**config.mk**
```make
export PLATFORM = sky130hd
export DESIGN_NAME = pc_fetch
export DESIGN_NICKNAME = d
export VERILOG_FILES = /design/src/rtl/riscv_pkg.sv /design/src/rtl/pc_fetch_fsm.sv /design/src/rtl/pc_fetch.sv
export SDC_FILE = /design/constraint.sdc
export NUM_CORES = 1
export LEC_CHECK = 0
export CORE_UTILIZATION = 48
export DETAILED_ROUTE_END_ITERATION = 8
export GPL_TIMING_DRIVEN = 0
export PLACE_DENSITY = 0.87
export SYNTH_ARGS = -nofsm -noshare
export SYNTH_HDL_FRONTEND = slang
export SYNTH_SLANG_ARGS = --single-unit
```
**constraint.sdc**
```tcl
create_clock -name clk -period 6.8 [get_ports clk]
set_input_delay 1.36 -clock clk [delete_from_list [all_inputs] [get_ports clk]]
set_output_delay 1.36 -clock clk [all_outputs]
set_load 0.05 [all_outputs]
```
**src/rtl/riscv_pkg.sv**
```systemverilog
// Shared fetch definitions: NOP encoding, default reset PC,
// fetch FSM states and the PC next-value select.
package riscv_pkg;

  localparam logic [31:0] NOP          = 32'h0000_0013;
  localparam logic [31:0] RESET_PC_DEF = 32'h0000_0000;

  typedef enum logic [1:0] {
    IDLE,
    FETCH,
    VALID
  } fetch_state_e;

  typedef enum logic [1:0] {
    PC_HOLD,
    PC_PLUS4,
    PC_TARGET,
    PC_PEND
  } pc_sel_e;

endpackage

```
**src/rtl/pc_fetch_fsm.sv**
```systemverilog
// Fetch control FSM with redirect kill / pending-target tracking.
// Ports: clk, i_reset, i_stall, i_pc_src, i_target (word aligned),
//   i_rvalid in; o_req, o_busy, o_instr_en, o_pc_sel, o_pend out.
module pc_fetch_fsm
  import riscv_pkg::*;
#(
  parameter int Width = 32
) (
  input  logic             clk,
  input  logic             i_reset,
  input  logic             i_stall,
  input  logic             i_pc_src,
  input  logic [Width-1:0] i_target,
  input  logic             i_rvalid,
  output logic             o_req,
  output logic             o_busy,
  output logic             o_instr_en,
  output pc_sel_e          o_pc_sel,
  output logic [Width-1:0] o_pend
);

  fetch_state_e     r_state;
  fetch_state_e     w_next;
  logic             r_kill;
  logic             w_kill_nx;
  logic [Width-1:0] r_pend;
  logic [Width-1:0] w_pend_nx;

  always_ff @(posedge clk) begin
    if (i_reset) begin
      r_state <= IDLE;
      r_kill  <= 1'b0;
      r_pend  <= '0;
    end else begin
      r_state <= w_next;
      r_kill  <= w_kill_nx;
      r_pend  <= w_pend_nx;
    end
  end

  always_comb begin
    w_next     = r_state;
    w_kill_nx  = r_kill;
    w_pend_nx  = r_pend;
    o_pc_sel   = PC_HOLD;
    o_instr_en = 1'b0;
    o_req      = 1'b0;
    o_busy     = 1'b1;
    unique case (r_state)
      IDLE: w_next = FETCH;
      FETCH: begin
        o_req  = 1'b1;
        o_busy = !(i_rvalid && !r_kill);
        if (i_rvalid) begin
          // Returned word belongs to the old path when a
          // redirect is pending or arrives with it: drop it
          // and refetch from the redirect address.
          if (r_kill || i_pc_src) begin
            o_pc_sel  = i_pc_src ? PC_TARGET : PC_PEND;
            w_kill_nx = 1'b0;
          end else begin
            o_instr_en = 1'b1;
            w_next     = VALID;
          end
        end else if (i_pc_src) begin
          w_kill_nx = 1'b1;
          w_pend_nx = i_target;
        end
      end
      VALID: begin
        o_busy = 1'b0;
        if (i_pc_src) begin
          o_pc_sel = PC_TARGET;
          w_next   = FETCH;
        end else if (!i_stall) begin
          o_pc_sel = PC_PLUS4;
          w_next   = FETCH;
        end
      end
      default: w_next = IDLE;
    endcase
    if (i_reset) begin
      o_req  = 1'b0;
      o_busy = 1'b1;
    end
  end

  assign o_pend = r_pend;

endmodule

```
**src/rtl/pc_fetch.sv**
```systemverilog
// Instruction fetch stage: PC register, next-PC mux, fetched word.
// Ports: clk, reset, stall_f, pc_src_e, pc_target_e, imem_* bus,
//   instr_f, pc_f, pcplus4_f, fetch_busy.
module pc_fetch
  import riscv_pkg::*;
#(
  parameter int               Width    = 32,
  parameter logic [Width-1:0] RESET_PC = Width'(RESET_PC_DEF)
) (
  input  logic             clk,
  input  logic             reset,
  input  logic             stall_f,
  input  logic             pc_src_e,
  input  logic [Width-1:0] pc_target_e,
  output logic             imem_req,
  output logic [Width-1:0] imem_addr,
  input  logic             imem_rvalid,
  input  logic [Width-1:0] imem_rdata,
  output logic [Width-1:0] instr_f,
  output logic [Width-1:0] pc_f,
  output logic [Width-1:0] pcplus4_f,
  output logic             fetch_busy
);

  logic [Width-1:0] r_pc;
  logic [Width-1:0] r_instr;
  logic [Width-1:0] w_tgt;
  logic [Width-1:0] w_plus4;
  logic [Width-1:0] w_pend;
  logic [Width-1:0] w_pc_next;
  logic             w_instr_en;
  pc_sel_e          w_sel;

  // Targets are always word aligned.
  assign w_tgt   = pc_target_e & ~Width'(3);
  assign w_plus4 = r_pc + Width'(4);

  pc_fetch_fsm #(
    .Width(Width)
  ) u_fsm (
    .clk       (clk),
    .i_reset   (reset),
    .i_stall   (stall_f),
    .i_pc_src  (pc_src_e),
    .i_target  (w_tgt),
    .i_rvalid  (imem_rvalid),
    .o_req     (imem_req),
    .o_busy    (fetch_busy),
    .o_instr_en(w_instr_en),
    .o_pc_sel  (w_sel),
    .o_pend    (w_pend)
  );

  always_comb begin
    w_pc_next = r_pc;
    unique case (w_sel)
      PC_PLUS4:  w_pc_next = w_plus4;
      PC_TARGET: w_pc_next = w_tgt;
      PC_PEND:   w_pc_next = w_pend;
      default:   w_pc_next = r_pc;
    endcase
  end

  always_ff @(posedge clk) begin
    if (reset) begin
      r_pc    <= RESET_PC;
      r_instr <= Width'(NOP);
    end else begin
      r_pc <= w_pc_next;
      if (w_instr_en) r_instr <= imem_rdata;
    end
  end

  assign imem_addr = r_pc;
  assign pc_f      = r_pc;
  assign pcplus4_f = w_plus4;
  assign instr_f   = r_instr;

endmodule

```
======== Yosys cells after proc, flatten, opt, wreduce, memory -nomap -nowiden ========
Index checks and enable logic that the tools add are counted.
word-level totals
  register bits ........................... 97
  bits in latches ......................... 0
  bits in writable memories ............... 0
  memory bits (read-only) ................. 0
  input port bits ......................... 69
  output and inout port bits .............. 130
  logic and storage cells ................. 48
  memories kept ........................... 0
cells by class
  $add $sub $neg .......................... 1
  multipliers ............................. 0
  div/mod/pow operators ................... 0
  magnitude comparators ................... 0
  eq/ne operators ......................... 9
  shift operators ......................... 0
  mux-type cells .......................... 22
  bitwise operators ....................... 1
  reduce and logical (&&, ||, !) cells .... 10
operator list
  operator                                                                  number
  32-bit case mux with 3 select lines                                       1
  32-bit by 3-bit adder with 32-bit output (second input constant)          1
  2-bit two-way mux                                                         7
  1-bit two-way mux                                                         11
  3-bit AND reduction                                                       3
  2-bit == test (second input constant)                                     3
  2-bit case mux with 3 select lines                                        1
  2-bit by 1-bit == test with 1-bit output (second input constant)          2
  2-bit inequality test (second input constant)                             2
  2-bit case mux with 2 select lines                                        1
  3-bit inequality test (second input constant)                             1
  3-bit nonzero test                                                        1
  1-bit zero test                                                           2
  2-bit zero test                                                           1
  2-bit by 1-bit inequality test with 1-bit output (second input constant)  1
  1-bit case mux with 2 select lines                                        1
  2-bit nonzero test                                                        1
  1-bit logical AND                                                         1
  1-bit logical OR                                                          1
  1-bit NOT                                                                 1

======== Logic depth before layout (Yosys ltp) ========
  depth after elaboration ................. 6
  gate-level depth with buffers ........... 10
  mapped depth without buffers ............ 7

======== Modules after synthesis ========
A second synthesis with hierarchy kept.
second synthesis, totals
  cell total of the unflattened synthesis .. 668
  area total of the unflattened synthesis .. 5,535.3 um^2
modules (own cells, without submodules)
  module        instances  cells an instance  area each (um^2)  seq. area each (um^2)
  pc_fetch      1          492                4,135.2           1,281.2
  pc_fetch_fsm  1          176                1,400.1           700.7

======== Worst setup path before layout ========
No wires, ideal clock.
  kind .................................... flip-flop to output port
  start ................................... reg r_pc[2], in the netlist imem_addr[2]
  end ..................................... out pcplus4_f[28]
  arrival ................................. 2.835 ns
  required time ........................... 5.440 ns
  setup slack ............................. 2.605 ns
  cell stages (with the launch flop) ...... 6
  buffers on the path ..................... 0
  cell sequence ........................... dfxtp_1 > ha_1 > and3_1 > nand3_1 > or4_4 > xnor2_1
between the ends
  longest elaborated chain between the ends .. 1
ends and longest elaborated chain
  element                                   RTL line        text
  from (decl)                               pc_fetch.sv:25  logic [Width-1:0] r_pc;
  from (signal assigned)                    pc_fetch.sv:69  r_pc <= w_pc_next;
  32-bit by 3-bit adder with 32-bit output  pc_fetch.sv:36  assign w_plus4 = r_pc + Width'(4);
  to (decl)                                 pc_fetch.sv:21  output logic [Width-1:0] pcplus4_f,
No other way between the ends.

======== Final worst setup path ========
  start ................................... reg r_pc[2], in the netlist imem_addr[2]
  end ..................................... out pcplus4_f[30]
The elaborated chain is that of the path after synthesis.

==> results.txt <==
status: completed
layout cells sized above 1: 7.81%
# H-tree levels: 3
Final min period: 4900 ps
Final ANT Viol Nets: 0
number of antenna violations at the first check in global routing: 0
postcts setup bufs: 0
Chip Width: 105 µm
Seq/Total Area, Yosys: 37.2%
Worst Path Class, Setup: register to primary output
Setup Viol. Count Final: 0
area of the multi-input gates: 2720 µm²
Synth Flop Type: dfxtp_1
max_slew headroom: 44.2%
GRT Util Overall: 31.0%
worst skew pair latency: 380 ps
setup total negative slack: 0 ps
gr ovfl total: 0
HP Class: register to register
Crit Path Max Fanout: 9
PortBufs: 188
cell with the most instances after synthesis: nand2_1
CTS tree: done
Synth top area share: 37.2%
mapped cell area: 5110 µm²
Final Max Slew Viols: 0
mean post-synth cell area: 7.59 µm²
async set-or-reset flop fraction in the synthesized netlist: 0%
leading area contributor after synthesis: dfxtp_1
Initial DRC Count: 546
row count: 37
Synth top cells by count: nand2_1 (164), dfxtp_1 (95), a21oi_1 (78), clkbuf_1 (44), buf_4 (36)
Worst Path Arrival: 3540 ps
Max VDD drop: 0.000153 V
CP Capture Type: primary output
Worst-path clk slew: 90 ps
total of max-cap violations: 0
initial core utilization: 49.5%
FF-to-FF setup slack: 3770 ps
DR WL/cell: 17.0 µm
Synth Register Bits: 95
fmax: 0.204 GHz
drt pass-1 iters: 6
Hold Violations, Final: 0
Worst EP required: 5440 ps
Post-CTS Hold Fix Bufs: 0
pin count of the biggest net entering global routing: 17
CTS buffer count: 9
die height: 105 µm
number of synthesized flops with an enable pin: 0
CTS Sinks: 95
unrepaired setup endpoints after global routing: false
clk_skew: 10.3 ps
power per cell area: 310 nW/µm²
CP startpoint kind: register
worst-margin pin slew: 836 ps
total wire length: 17300 µm
routed vias: 5895
post-layout net count: 953
die area: 11100 µm²
Final Power: 2.29 mW
Fill cells: 797
DPL Wire Length: 13000 µm
vias per cell: 5.79
Resize count post-CTS: 0
diodes inserted: 0
hold_ws: 458 ps
fin crit share: 72.0%
Clock Path Buffers: 2
CORE AREA: 10300 µm²
Post-Synthesis Cells: 674
drt drc: 0
synthesis warning total: 0
first-pass GRT wire length: 27300 µm
library cells used by synthesis: 54
routability congestion estimate: 0.907
Layout area overhead: 44.3%
clock root buffer: clkbuf_8
Leakage: 2.57 nW
register area: 1900 µm²
total I/O pin count: 199
vias in the first global route: 5594
synth top area cells: dfxtp_1 (37%), nand2_1 (12%), a21oi_1 (7.6%)
==> cells in the final DEF, fill, tap and decap left out, types with 5 or more instances in the layout <==
cell type	netlist	layout
clkbuf_8	0	9
nor3_1	8	8
a21oi_1	78	78
mux2i_1	13	13
clkdlybuf4s50_1	0	188
nand4_1	12	12
conb_1	1	6
inv_1	13	13
nand2_1	164	164
nor4_1	12	12
a211oi_1	14	14
and3_1	8	8
nor2_1	29	29
a221oi_1	15	15
xnor2_1	21	21
nand3_1	22	22
ha_1	6	6
buf_4	36	36
o21ai_0	13	13
xor2_1	5	5
a311oi_1	11	11
clkbuf_1	44	44
dfxtp_1	95	95
==> worst paths after layout <==
path,startpoint,endpoint,depth (start not counted)
worst max-delay path,imem_addr[2],pcplus4_f[30],6
worst min register to register,u_fsm.o_pend[27],u_fsm.o_pend[27],2
worst max register to register,u_fsm.r_state[0],imem_addr[18],8
worst min-delay path,u_fsm.o_pend[27],u_fsm.o_pend[27],2
==> cell type report <==
type	count	share of cell area, %
timing repair buffer	188	25.5
clock buffer	9	1.68
multi-input combinational	484	36.8
sequential	95	25.8
tap	136	2.31
inverter	14	0.712
clock inverter	7	0.983
buffer	86	6.27
==> registers in the layout, indices dropped and copies added, names as in the netlist <==
register       count
u_fsm.o_pend      30
instr_f           32
u_fsm.r_state      2
u_fsm.r_kill       1
imem_addr         30
==> power by group <==
group	internal, mW	switching, mW	total (mW)
clock network	0.171	0.211	0.382
registers	0.628	0.0892	0.717
logic	0.407	0.782	1.19
==> critical path, stage by stage (launching register included) <==
cell and delay (ps):
dfxtp_1 480, ha_1 280, and3_1 230, nand3_1 420, nor4_1 690, xnor2_1 230
clkdlybuf4s50_1 840
==> metal layers <==
metal / track usage, % / share of wire, %
met5: 0 / 0
met4: 17.2 / 3.7
met2: 51.9 / 47
met1: 35.8 / 37
met3: 8.23 / 13
==> through the flow <==
step	std cells	cell area [µm²]	setup WS, ps	utilization, %
2_1_floorplan	679	5130	2600	-
3_3_place_gp	1003	7190	2310	69.6
3_5_place_dp	1003	7190	2310	69.6
4_1_cts	1019	7380	1980	71.5
5_1_grt	1019	7380	1800	71.5
6_report	1019	7380	1900	71.5
==> kinds of logic (layout without fill, tap and decap cells) <==
family | Yosys count | in the layout | share of synthesized area, %
other | 1 | 6 | 0.0733
xor gates and xnor gates | 26 | 26 | 4.45
buffers and inverters | 100 | 304 | 10.1
DFF | 95 | 95 | 37.2
and+or+nand+nor | 277 | 277 | 24.5
AOI/OAI and AO/OA | 154 | 154 | 19.2
muxes | 15 | 15 | 2.98
adders and majority gates | 6 | 6 | 1.47
Note: power is estimated with default switching activity, not from simulation.
